**src/rtl/alu_pkg.sv**
```systemverilog
// Shared definitions for the 4-bit ALU and its two-requester arbiter:
// data width, opcode constants and the arbiter FSM state type.
package alu_pkg;

   localparam int ALU_W = 4;

   localparam logic [2:0] OP_ADD = 3'b000;
   localparam logic [2:0] OP_SUB = 3'b001;
   localparam logic [2:0] OP_AND = 3'b010;
   localparam logic [2:0] OP_OR  = 3'b011;
   localparam logic [2:0] OP_NOT = 3'b100;

   typedef enum logic [1:0] {
      IDLE = 2'd0,
      EXEC = 2'd1,
      RESP = 2'd2
   } arb_state_t;

   // Opcodes 101-111 are reserved and flagged as errors.
   function automatic logic op_is_legal(input logic [2:0] op);
      return (op <= OP_NOT);
   endfunction

endpackage

```
**src/rtl/alu_arbiter_if.sv**
```systemverilog
// Request/response bundle between two ALU requesters plus one consumer (master)
// and the alu_arbiter (slave).
interface alu_arbiter_if;
   import alu_pkg::*;

   logic             req0_valid;
   logic             req0_ready;
   logic [ALU_W-1:0] req0_a;
   logic [ALU_W-1:0] req0_b;
   logic [2:0]       req0_op;

   logic             req1_valid;
   logic             req1_ready;
   logic [ALU_W-1:0] req1_a;
   logic [ALU_W-1:0] req1_b;
   logic [2:0]       req1_op;

   logic             rsp_valid;
   logic             rsp_ready;
   logic             rsp_id;
   logic [ALU_W-1:0] rsp_result;
   logic             rsp_carry;
   logic             rsp_err;

   modport master (
      output req0_valid, req0_a, req0_b, req0_op,
      input  req0_ready,
      output req1_valid, req1_a, req1_b, req1_op,
      input  req1_ready,
      input  rsp_valid, rsp_id, rsp_result, rsp_carry, rsp_err,
      output rsp_ready
   );

   modport slave (
      input  req0_valid, req0_a, req0_b, req0_op,
      output req0_ready,
      input  req1_valid, req1_a, req1_b, req1_op,
      output req1_ready,
      output rsp_valid, rsp_id, rsp_result, rsp_carry, rsp_err,
      input  rsp_ready
   );

endinterface

```
**src/rtl/alu.sv**
```systemverilog
// Shared combinational 4-bit ALU; carry is the add carry-out or the subtract borrow.
module alu
   import alu_pkg::*;
(
   input  logic [ALU_W-1:0] a,
   input  logic [ALU_W-1:0] b,
   input  logic [2:0]       op,
   output logic [ALU_W-1:0] result,
   output logic             carry
);

   logic [ALU_W:0] wide;

   always_comb begin
      wide = '0;
      case (op)
         OP_ADD:  wide = {1'b0, a} + {1'b0, b};
         OP_SUB:  wide = {1'b0, a} - {1'b0, b};
         OP_AND:  wide = {1'b0, a & b};
         OP_OR:   wide = {1'b0, a | b};
         OP_NOT:  wide = {1'b0, ~a};
         default: wide = '0;
      endcase
   end

   assign result = wide[ALU_W-1:0];
   assign carry  = wide[ALU_W];

endmodule

```
**src/rtl/alu_arbiter.sv**
```systemverilog
// Two-requester front end for the shared alu: IDLE grants one request, EXEC runs it,
// RESP holds the result. Define ALU_ARB_ROUND_ROBIN_EN for round robin, else req0 wins.
module alu_arbiter
   import alu_pkg::*;
(
   input logic          clk,
   input logic          rst_n,
   alu_arbiter_if.slave bus
);

   arb_state_t       state;
   logic [ALU_W-1:0] cap_a;
   logic [ALU_W-1:0] cap_b;
   logic [2:0]       cap_op;
   logic             cap_id;

   logic             grant0;
   logic             grant1;
   logic [ALU_W-1:0] alu_result;
   logic             alu_carry;

   logic             rsp_valid_q;
   logic             rsp_id_q;
   logic [ALU_W-1:0] rsp_result_q;
   logic             rsp_carry_q;
   logic             rsp_err_q;

`ifdef ALU_ARB_ROUND_ROBIN_EN
   // Requester that wins the next tie: 0 = req0, 1 = req1.
   logic             prio;
`endif

   always_comb begin
      grant0 = 1'b0;
      grant1 = 1'b0;
      if (state == IDLE) begin
`ifdef ALU_ARB_ROUND_ROBIN_EN
         grant0 = bus.req0_valid && (!bus.req1_valid || !prio);
         grant1 = bus.req1_valid && (!bus.req0_valid ||  prio);
`else
         grant0 = bus.req0_valid;
         grant1 = bus.req1_valid && !bus.req0_valid;
`endif
      end
   end

   assign bus.req0_ready = grant0;
   assign bus.req1_ready = grant1;

   alu u_alu (
      .a      (cap_a),
      .b      (cap_b),
      .op     (cap_op),
      .result (alu_result),
      .carry  (alu_carry)
   );

   always_ff @(posedge clk or negedge rst_n) begin
      if (!rst_n) begin
         state        <= IDLE;
         cap_a        <= '0;
         cap_b        <= '0;
         cap_op       <= OP_ADD;
         cap_id       <= 1'b0;
         rsp_valid_q  <= 1'b0;
         rsp_id_q     <= 1'b0;
         rsp_result_q <= '0;
         rsp_carry_q  <= 1'b0;
         rsp_err_q    <= 1'b0;
`ifdef ALU_ARB_ROUND_ROBIN_EN
         prio         <= 1'b0;
`endif
      end else begin
         case (state)
            IDLE: begin
               if (grant0 || grant1) begin
                  cap_a  <= grant1 ? bus.req1_a  : bus.req0_a;
                  cap_b  <= grant1 ? bus.req1_b  : bus.req0_b;
                  cap_op <= grant1 ? bus.req1_op : bus.req0_op;
                  cap_id <= grant1;
                  state  <= EXEC;
`ifdef ALU_ARB_ROUND_ROBIN_EN
                  prio   <= !grant1;
`endif
               end
            end
            EXEC: begin
               // Illegal opcodes report a zeroed result rather than whatever the alu emits.
               rsp_result_q <= op_is_legal(cap_op) ? alu_result : '0;
               rsp_carry_q  <= op_is_legal(cap_op) ? alu_carry  : 1'b0;
               rsp_err_q    <= !op_is_legal(cap_op);
               rsp_id_q     <= cap_id;
               rsp_valid_q  <= 1'b1;
               state        <= RESP;
            end
            RESP: begin
               if (bus.rsp_ready) begin
                  rsp_valid_q <= 1'b0;
                  state       <= IDLE;
               end
            end
            default: state <= IDLE;
         endcase
      end
   end

   assign bus.rsp_valid  = rsp_valid_q;
   assign bus.rsp_id     = rsp_id_q;
   assign bus.rsp_result = rsp_result_q;
   assign bus.rsp_carry  = rsp_carry_q;
   assign bus.rsp_err    = rsp_err_q;

endmodule

```
**src/flat_wrapper.sv**
```systemverilog
// flat-port wrapper written by rule: the top's interface ports become plain ports
module alu_arbiter_flat import alu_pkg::*;
  (clk, rst_n, bus_req0_valid, bus_req0_a, bus_req0_b, bus_req0_op, bus_req0_ready, bus_req1_valid, bus_req1_a, bus_req1_b, bus_req1_op, bus_req1_ready, bus_rsp_valid, bus_rsp_id, bus_rsp_result, bus_rsp_carry, bus_rsp_err, bus_rsp_ready);
  alu_arbiter_if bus_i ();
  input logic clk;
  input logic rst_n;
  input wire logic [$bits(bus_i.req0_valid)-1:0] bus_req0_valid;
  input wire logic [$bits(bus_i.req0_a)-1:0] bus_req0_a;
  input wire logic [$bits(bus_i.req0_b)-1:0] bus_req0_b;
  input wire logic [$bits(bus_i.req0_op)-1:0] bus_req0_op;
  output wire logic [$bits(bus_i.req0_ready)-1:0] bus_req0_ready;
  input wire logic [$bits(bus_i.req1_valid)-1:0] bus_req1_valid;
  input wire logic [$bits(bus_i.req1_a)-1:0] bus_req1_a;
  input wire logic [$bits(bus_i.req1_b)-1:0] bus_req1_b;
  input wire logic [$bits(bus_i.req1_op)-1:0] bus_req1_op;
  output wire logic [$bits(bus_i.req1_ready)-1:0] bus_req1_ready;
  output wire logic [$bits(bus_i.rsp_valid)-1:0] bus_rsp_valid;
  output wire logic [$bits(bus_i.rsp_id)-1:0] bus_rsp_id;
  output wire logic [$bits(bus_i.rsp_result)-1:0] bus_rsp_result;
  output wire logic [$bits(bus_i.rsp_carry)-1:0] bus_rsp_carry;
  output wire logic [$bits(bus_i.rsp_err)-1:0] bus_rsp_err;
  input wire logic [$bits(bus_i.rsp_ready)-1:0] bus_rsp_ready;
  assign bus_i.req0_valid = bus_req0_valid;
  assign bus_i.req0_a = bus_req0_a;
  assign bus_i.req0_b = bus_req0_b;
  assign bus_i.req0_op = bus_req0_op;
  assign bus_req0_ready = bus_i.req0_ready;
  assign bus_i.req1_valid = bus_req1_valid;
  assign bus_i.req1_a = bus_req1_a;
  assign bus_i.req1_b = bus_req1_b;
  assign bus_i.req1_op = bus_req1_op;
  assign bus_req1_ready = bus_i.req1_ready;
  assign bus_rsp_valid = bus_i.rsp_valid;
  assign bus_rsp_id = bus_i.rsp_id;
  assign bus_rsp_result = bus_i.rsp_result;
  assign bus_rsp_carry = bus_i.rsp_carry;
  assign bus_rsp_err = bus_i.rsp_err;
  assign bus_i.rsp_ready = bus_rsp_ready;
  alu_arbiter u_core (.clk(clk), .rst_n(rst_n), .bus(bus_i));
endmodule
```
**config.mk**
```make
export PLATFORM = sky130hd
export DESIGN_NAME = alu_arbiter_flat
export DESIGN_NICKNAME = d
export VERILOG_FILES = /design/src/rtl/alu_pkg.sv /design/src/rtl/alu_arbiter_if.sv /design/src/rtl/alu.sv /design/src/rtl/alu_arbiter.sv /design/src/flat_wrapper.sv
export SDC_FILE = /design/constraint.sdc
export NUM_CORES = 1
export LEC_CHECK = 0
export CAP_MARGIN = 15
export CORE_MARGIN = 4
export CORE_UTILIZATION = 43
export CTS_BUF_LIST = sky130_fd_sc_hd__clkbuf_4 sky130_fd_sc_hd__clkbuf_8 sky130_fd_sc_hd__clkbuf_16
export DETAILED_ROUTE_END_ITERATION = 8
export GPL_ROUTABILITY_DRIVEN = 0
export PLACE_DENSITY_LB_ADDON = 0.15
export SYNTH_ARGS = -nofsm -noshare
export SYNTH_HDL_FRONTEND = slang
export SYNTH_SLANG_ARGS = --single-unit
export TNS_END_PERCENT = 100
```
**constraint.sdc**
```tcl
create_clock -name clk -period 3 [get_ports clk]
set_input_delay 0.6 -clock clk [delete_from_list [all_inputs] [get_ports clk]]
set_output_delay 0.6 -clock clk [all_outputs]
set_load 0.01 [all_outputs]
```
==> run summary, run 1 <==
STATUS
------------------------------------------------------------------------------
Outcome ......................................................... complete, no violations

FINAL LAYOUT
------------------------------------------------------------------------------
Syn-to-layout area delta ........................................        34.7%
Sequential standard cell area ...................................      551 µm²
Commonest non-fill, non-tap cell in the layout .................. sky130_fd_sc_hd__clkdlybuf4s50_1
Top library cells by usage in the layout, fill and taps aside ... sky130_fd_sc_hd__clkdlybuf4s50_1 (36), sky130_fd_sc_hd__dfrtp_1 (22), sky130_fd_sc_hd__inv_1 (18), sky130_fd_sc_hd__nand2_1 (12), sky130_fd_sc_hd__a222oi_1 (11)
Net total in the final layout ...................................          201
Area taken by multi-input logic gates ...........................      623 µm²
Total of fill cells in the finished design ......................          255
Fraction of layout cells with a size suffix above 1 .............       0.0727
Diodes inserted .................................................            0

POWER
------------------------------------------------------------------------------
Leakage power ...................................................  0.000802 µW
Pwr dens ........................................................  1150 nW/µm²
Largest voltage drop on the vdd net .............................     0.739 mV
Post-route total power ..........................................      1960 µW

SETUP PATH
------------------------------------------------------------------------------
Cells along the critical path ................................... clkdlybuf4s50_1, nor4b_2, clkdlybuf4s50_1
Kind of start point of the critical path ........................   input port
Req. time, crit path ............................................      2.40 ns
Kind of cell adding the most delay to the critical path ......... buffers and inverters
CP arrival ......................................................      1.98 ns
Startpoint-to-endpoint class of the critical path ...............       in2out
Slowest Stage Delay on Critical Path ............................      0.61 ns
Crit end category ...............................................  output port
WP buf/inv ......................................................            2
Critical Path Fanout Max ........................................            3
Worst path most repeated cell ................................... sky130_fd_sc_hd__clkdlybuf4s50_1
Worst path slowest cell ......................................... sky130_fd_sc_hd__clkdlybuf4s50_1

GRT
------------------------------------------------------------------------------
Antenna violations before repair ................................            0
Routing usage on met2 ...........................................        0.266
Global route overflow ...........................................            0
Met3 global-route usage .........................................       0.0360
Pin count of the biggest net entering global routing ............           23
Global Route Usage Sum ..........................................        0.157
First-pass GRT wire length ......................................      4930 µm
Number of global-route vias before repair .......................         1083
Busiest layer in global routing .................................         met2
Global routing met1 resource utilization ........................        0.197

CLOCK TREE
------------------------------------------------------------------------------
Number of levels the H-tree was split into ......................            1
Number of buffers inserted during clock tree synthesis ..........            3
CTS tree ........................................................         done
Post-CTS setup buffer count .....................................            0
Number of instances resized during post-cts repair ..............            0
Number of sinks driven by the clock tree ........................           22
Clock insertion delay at the later pin of the skew report .......      0.32 ns
Clk slew on worst S/H paths .....................................      0.14 ns
Number of buffers on the longest clock path .....................            2
Cell at the root of the clock tree .............................. sky130_fd_sc_hd__clkbuf_4
Number of hold buffers added after CTS ..........................            0

STA
------------------------------------------------------------------------------
Final clock skew ................................................   0.00763 ns
Final cycle utilization of the critical path ....................        0.858
RSZ-0062 raised after global routing ............................           no
Setup violators final ...........................................            0
Final count of pins violating max slew ..........................            0
Measured slew at the worst slew-check pin .......................     0.835 ns
Total negative slack for setup checks ...........................         0 ns
Post-route worst hold slack .....................................     0.499 ns
Maximum frequency from static timing analysis ...................      388 MHz
Post-layout min period ..........................................      2.58 ns
Number of failing hold endpoints at the final stage .............            0
Worst slew slack as a fraction of its limit .....................        0.440

DETAILED ROUTING
------------------------------------------------------------------------------
Post-detailed-route DRC marker count ............................            0
Via count of the routed design ..................................         1093
Vias per cell ...................................................         5.58
DRC marker count from the first detailed-route iteration ........           75
Final routed wirelength across all metal layers .................      3010 µm
Detail-routed net length per standard cell ......................      15.3 µm
Number of detailed-routing iterations run before antenna repair .            5
Antenna viol nets, final ........................................            0

SYNTH
------------------------------------------------------------------------------
Count of flip-flops with a built-in enable after synthesis ......            0
Async SR Flop Fraction ..........................................         1.00
Count of distinct cell types in the synthesized netlist .........           38
Fraction of the yosys area taken by sequential cells ............        0.434
Synth Net Count .................................................          162
Area share of the leading cell type in the synthesized netlist ..        0.434
Avg Inst Size Synth .............................................     9.98 µm²
Mapped Cells ....................................................          127
Top area cells in the synthesized netlist ....................... sky130_fd_sc_hd__dfrtp_1 (43%), sky130_fd_sc_hd__a222oi_1 (8.7%), sky130_fd_sc_hd__ha_1 (6.9%), sky130_fd_sc_hd__inv_1 (5.3%), sky130_fd_sc_hd__nand2_1 (3.6%)
Leading register cell type out of synthesis ..................... sky130_fd_sc_hd__dfrtp_1
Register bit total from synthesis ...............................           22
Number of warnings reported in the yosys synthesis log ..........            0
Mapped Area .....................................................     1270 µm²
Leading area contributor after synthesis ........................ sky130_fd_sc_hd__dfrtp_1

HOLD PATH
------------------------------------------------------------------------------
Worst hold path type ............................................      reg2reg

FLOORPLANNING
------------------------------------------------------------------------------
Chip height .....................................................      62.3 µm
Starting Density ................................................        0.456
Site row count ..................................................           19
Die boundary width ..............................................      62.3 µm
Overall die area ................................................     3880 µm²
Placeable core area .............................................     2780 µm²
Io pins .........................................................           37

PLACEMENT
------------------------------------------------------------------------------
Total of buffers placed on input and output ports ...............           36
Estimated wirelength of the detail-placed design ................      2310 µm

JOB
------------------------------------------------------------------------------
Total of max-cap violations .....................................            0

==> path summary, 6_finish.rpt <==
check                                              start                                   end  slack [ns]  cells after the start
hold reg to reg            u_core.bus.rsp_id$_DFFE_PN0P_         u_core.bus.rsp_id$_DFFE_PN0P_        0.50                      2
hold / removal             u_core.bus.rsp_id$_DFFE_PN0P_         u_core.bus.rsp_id$_DFFE_PN0P_        0.50                      2
min in group asynchronous                          rst_n      u_core.bus.rsp_valid$_DFFE_PN0P_        0.61                      2
max in group asynchronous                          rst_n           u_core.cap_a[1]$_DFFE_PN0P_        2.16                      2
setup / recovery                          bus_req1_valid                        bus_req1_ready        0.42                      3
setup reg to reg            u_core.cap_op[2]$_DFFE_PN0P_  u_core.bus.rsp_result[1]$_DFFE_PN0P_        0.58                      7
==> power breakdown <==
| part | leakage (µW) | switching (µW) | total (µW) | internal, µW |
|---|---|---|---|---|
| clock network | 0.0000279 | 98.4 | 234 | 135 |
| logic | 0.000500 | 536 | 1110 | 577 |
| registers | 0.000274 | 184 | 617 | 433 |
| total | 0.000802 | 818 | 1960 | 1140 |
==> worst register-to-register path: cells and delay by family, from the launching register on <==
| kind | cells | cell delay (ns) |
|---|---|---|
| muxes | 2 | 0.57 |
| DFF | 1 | 0.48 |
| and+or+nand+nor | 2 | 0.47 |
| adders and majority gates | 1 | 0.46 |
| AOI/OAI and AO/OA | 2 | 0.32 |
==> metrics by stage <==
| step | std cells | setup WS [ns] | util | area, µm² |
|---|---|---|---|---|
| 6_report | 196 | 0.425 | 0.614 | 1710 |
| 5_1_grt | 196 | 0.378 | 0.614 | 1710 |
| 4_1_cts | 196 | 0.407 | 0.614 | 1710 |
| 3_5_place_dp | 192 | 0.414 | 0.595 | 1660 |
| 3_3_place_gp | 192 | 0.401 | 0.595 | 1660 |
| 2_1_floorplan | 127 | 0.958 | - | 1270 |
==> flip-flops by register name, summed over array words and instances, names as in the netlist <==
register	cells
u_core.cap_op	3
u_core.bus.rsp_result	4
u_core.bus.rsp_err	1
u_core.state	2
u_core.cap_a	4
u_core.bus.rsp_id	1
u_core.bus.rsp_valid	1
u_core.cap_id	1
u_core.cap_b	4
u_core.bus.rsp_carry	1
==> routing by layer <==
layer	up-vias	wire, µm
met1	507	1280
li1	535	-
met4	0	42
met3	6	188
met5	-	0
met2	45	1500
==> Yosys cell counts (all sizes together), types with 2 or more instances <==
| master | number |
|---|---|
| a21o | 2 |
| dfrtp | 22 |
| a222oi | 11 |
| a22o | 2 |
| and2 | 2 |
| nor2 | 9 |
| a21oi | 4 |
| inv | 18 |
| maj3 | 2 |
| o21ai | 6 |
| xor2 | 2 |
| a2bb2oi | 2 |
| nand2 | 12 |
| xnor2 | 3 |
| ha | 7 |
| buf | 4 |
==> layout make-up <==
| type | count | share of cell area |
|---|---|---|
| Multi-Input combinational cell | 83 | 0.365 |
| Sequential cell | 22 | 0.322 |
| Timing Repair Buffer | 38 | 0.220 |
| Inverter | 18 | 0.0396 |
| Tap cell | 31 | 0.0227 |
| Clock inverter | 1 | 0.0176 |
| Clock buffer | 3 | 0.0132 |
==> logic make-up after synthesis <==
logic type | count (synthesis) | share of synthesized area
xor+xnor | 5 | 0.0346
fa+ha+maj | 10 | 0.101
buf+inv | 22 | 0.0740
simple gates | 32 | 0.130
compound gates | 34 | 0.209
mux | 2 | 0.0168
flops | 22 | 0.434
(Power assumes the default switching activity.)
==> run 2, diff against run 1 <==
CORE_UTILIZATION = 50   (was 43)
==> run 2 against run 1 <==
Against the previous run:
- sequential power down 1%
- routed wire length up 0.60%
- cell count down 1.5%
- register-to-register slack better by 0.06 ns
- largest power group unchanged
- critical endpoint unchanged
- non-clock buffer count unchanged
==> run summary, run 2 (same netlist as run 1, synthesis figures left out) <==
STA
------------------------------------------------------------------------------
Number of failing hold endpoints at the final stage .............            0   unchanged
Final clock skew ................................................    0.0150 ns   +0.00736 ns
Final cycle utilization of the critical path ....................        0.855   -0.00328
RSZ-0062 raised after global routing ............................           no
Maximum frequency from static timing analysis ...................      390 MHz   +0.38%
Worst setup slack after layout ..................................     0.435 ns   +0.00983 ns
Post-route worst hold slack .....................................     0.497 ns   -0.00204 ns
Setup violators final ...........................................            0   unchanged
Measured slew at the worst slew-check pin .......................     0.841 ns   +0.00661 ns
Final count of pins violating max slew ..........................            0   unchanged
Post-layout min period ..........................................      2.57 ns   -0.00983 ns
Worst slew slack as a fraction of its limit .....................        0.435   -0.00444
Total negative slack for setup checks ...........................         0 ns   unchanged

FINAL LAYOUT
------------------------------------------------------------------------------
Syn-to-layout area delta ........................................        34.5%
Area of all placed cells without fillers ........................     1700 µm²   -0.22%
Net total in the final layout ...................................          201   unchanged
Commonest non-fill, non-tap cell in the layout .................. sky130_fd_sc_hd__clkdlybuf4s50_1
Fraction of layout cells with a size suffix above 1 .............       0.0727   unchanged
Final non-filler cell total .....................................          193   -1.5%
Top library cells by usage in the layout, fill and taps aside ... sky130_fd_sc_hd__clkdlybuf4s50_1 (36), sky130_fd_sc_hd__dfrtp_1 (22), sky130_fd_sc_hd__inv_1 (18), sky130_fd_sc_hd__nand2_1 (12), sky130_fd_sc_hd__a222oi_1 (11)
Diodes inserted .................................................            0   unchanged

FLOORPLANNING
------------------------------------------------------------------------------
Overall die area ................................................     3400 µm²   -12%
Site row count ..................................................           17   -2
Chip height .....................................................      58.4 µm   -6.3%
Die boundary width ..............................................      58.4 µm   -6.3%
Starting Density ................................................        0.547   +0.0910
Io pins .........................................................           37   unchanged
Placeable core area .............................................     2320 µm²   -17%

POWER
------------------------------------------------------------------------------
Part of the total power dissipated in combinational logic .......        0.571   +0.004
Pwr dens ........................................................  1150 nW/µm²   -0.39%
Leakage power ...................................................  0.000802 µW   unchanged
Sequential fraction of design power .............................        0.312   -0.002
Internal power contribution .....................................      1150 µW   +0.20%
NetSw ...........................................................       804 µW   -1.7%
Largest voltage drop on the vdd net .............................     0.790 mV   +7.0%
Switching portion of total power ................................        0.412   -0.00470
Clock power frac ................................................        0.117   -0.002

GRT
------------------------------------------------------------------------------
Global Route Usage Sum ..........................................        0.205   +0.0481
Pin count of the biggest net entering global routing ............           23   unchanged
Global route overflow ...........................................            0   unchanged
Number of global-route vias before repair .......................         1124   +3.8%
First-pass GRT wire length ......................................      5290 µm   +7.3%
Antenna violations before repair ................................            0   unchanged

DETAILED ROUTING
------------------------------------------------------------------------------
Via count of the routed design ..................................         1087   -0.55%
Post-detailed-route DRC marker count ............................            0   unchanged
Antenna viol nets, final ........................................            0   unchanged
Final routed wirelength across all metal layers .................      3030 µm   +0.60%
DRC marker count from the first detailed-route iteration ........           72   -4.0%
Vias per cell ...................................................         5.63   +1.0%
Number of detailed-routing iterations run before antenna repair .            7   +2
Detail-routed net length per standard cell ......................      15.7 µm   +2.2%

SETUP PATH
------------------------------------------------------------------------------
CP arrival ......................................................      1.97 ns   about the same
Startpoint-to-endpoint class of the critical path ...............       in2out
Launch instance of the worst register-to-register path .......... u_core.cap_op[2]$_DFFE_PN0P_
Critical Path Fanout Max ........................................            3   unchanged
RR Endpoint ..................................................... u_core.bus.rsp_result[1]$_DFFE_PN0P_
Req. time, crit path ............................................      2.40 ns   about the same
Launching element of the worst setup path ....................... bus_req1_valid
Kind of start point of the critical path ........................   input port
Setup slack of the most critical reg-to-reg path ................      0.64 ns   +0.06 ns
Crit end category ...............................................  output port
Cells on worst reg2reg path .....................................            7   unchanged

CLOCK TREE
------------------------------------------------------------------------------
Number of buffers inserted during clock tree synthesis ..........            3   unchanged
Number of sinks driven by the clock tree ........................           22   unchanged
Number of buffers on the longest clock path .....................            2   unchanged
Cell at the root of the clock tree .............................. sky130_fd_sc_hd__clkbuf_4
Clk slew on worst S/H paths .....................................      0.13 ns   about the same
Clock insertion delay at the later pin of the skew report .......      0.32 ns   about the same
Number of levels the H-tree was split into ......................            1   unchanged
Post-CTS setup buffer count .....................................            0   unchanged
Number of instances resized during post-cts repair ..............            0   unchanged
CTS tree ........................................................         done
Number of hold buffers added after CTS ..........................            0   unchanged

PLACEMENT
------------------------------------------------------------------------------
Total of buffers placed on input and output ports ...............           36   unchanged
Number of placed instances with taps included ...................          189   -1.6%
Dpl ws ..........................................................     0.417 ns   +0.00307 ns
Estimated wirelength of the detail-placed design ................      2330 µm   +0.74%
Area of placed instances ........................................     1650 µm²   -0.23%

HOLD PATH
------------------------------------------------------------------------------
Terminating pin of the worst hold path .......................... u_core.bus.rsp_carry$_DFFE_PN0P_
Worst hold path type ............................................      reg2reg
Number of instances on the worst hold path ......................            2   unchanged
Critical hold path startpoint ................................... u_core.bus.rsp_carry$_DFFE_PN0P_

STATUS
------------------------------------------------------------------------------
Outcome ......................................................... complete, no violations

JOB
------------------------------------------------------------------------------
Total of max-cap violations .....................................            0   unchanged

==> run 2: cell counts in the layout (fill, tap and decap cells not counted) <==
No cell type changed its count.
==> run 2: per-stage QoR <==
stage	utilization	total power, µW
floorplan	-	1390
global placement	0.712	1680
detailed placement	0.712	1720
CTS	0.735	1960
global route	0.735	2150
finish	0.735	1950
==> run 2: cell type report <==
| cell class | count | area (µm²) |
|---|---|---|
| Timing Repair Buffer | 38 | 375 |
| Clock inverter | 1 | 30.0 |
| Sequential cell | 22 | 551 |
| Multi-Input combinational cell | 83 | 623 |
| Inverter | 18 | 67.6 |
| Fill cell | 181 | 614 |
| Clock buffer | 3 | 22.5 |
| Tap cell | 28 | 35.0 |
==> run 2: how the worst max path moves through the flow <==
stage	to	slack (ns)
4_1_cts	bus_req1_ready	0.41
3_3_place_gp	bus_req1_ready	0.43
5_1_grt	bus_req1_ready	0.34
3_5_place_dp	bus_req1_ready	0.42
6_report	bus_req1_ready	0.43
2_1_floorplan	u_core.bus.rsp_result[1]$_DFFE_PN0P_	0.96
==> run 2: worst max-delay path: stages <==
cell and delay [ns]:
sky130_fd_sc_hd__clkdlybuf4s50_1 0.49, sky130_fd_sc_hd__nor4b_2 0.27, sky130_fd_sc_hd__clkdlybuf4s50_1 0.60
==> run 2: layer usage <==
layer	GRT usage	vias up	routed length, µm
met5	0	-	0
met4	0.0828	0	53
met3	0.0307	4	244
met2	0.321	50	1460
met1	0.284	496	1270
li1	-	537	-
==> run 2: power by group through the flow <==
stage / combinational, µW / clock [µW] / sequential (µW)
global placement: 1070 / 0 / 608
CTS: 1120 / 229 / 608
floorplan: 812 / 0 / 575
detailed placement: 1110 / 0 / 613
finish: 1110 / 228 / 608
global route: 1260 / 245 / 640
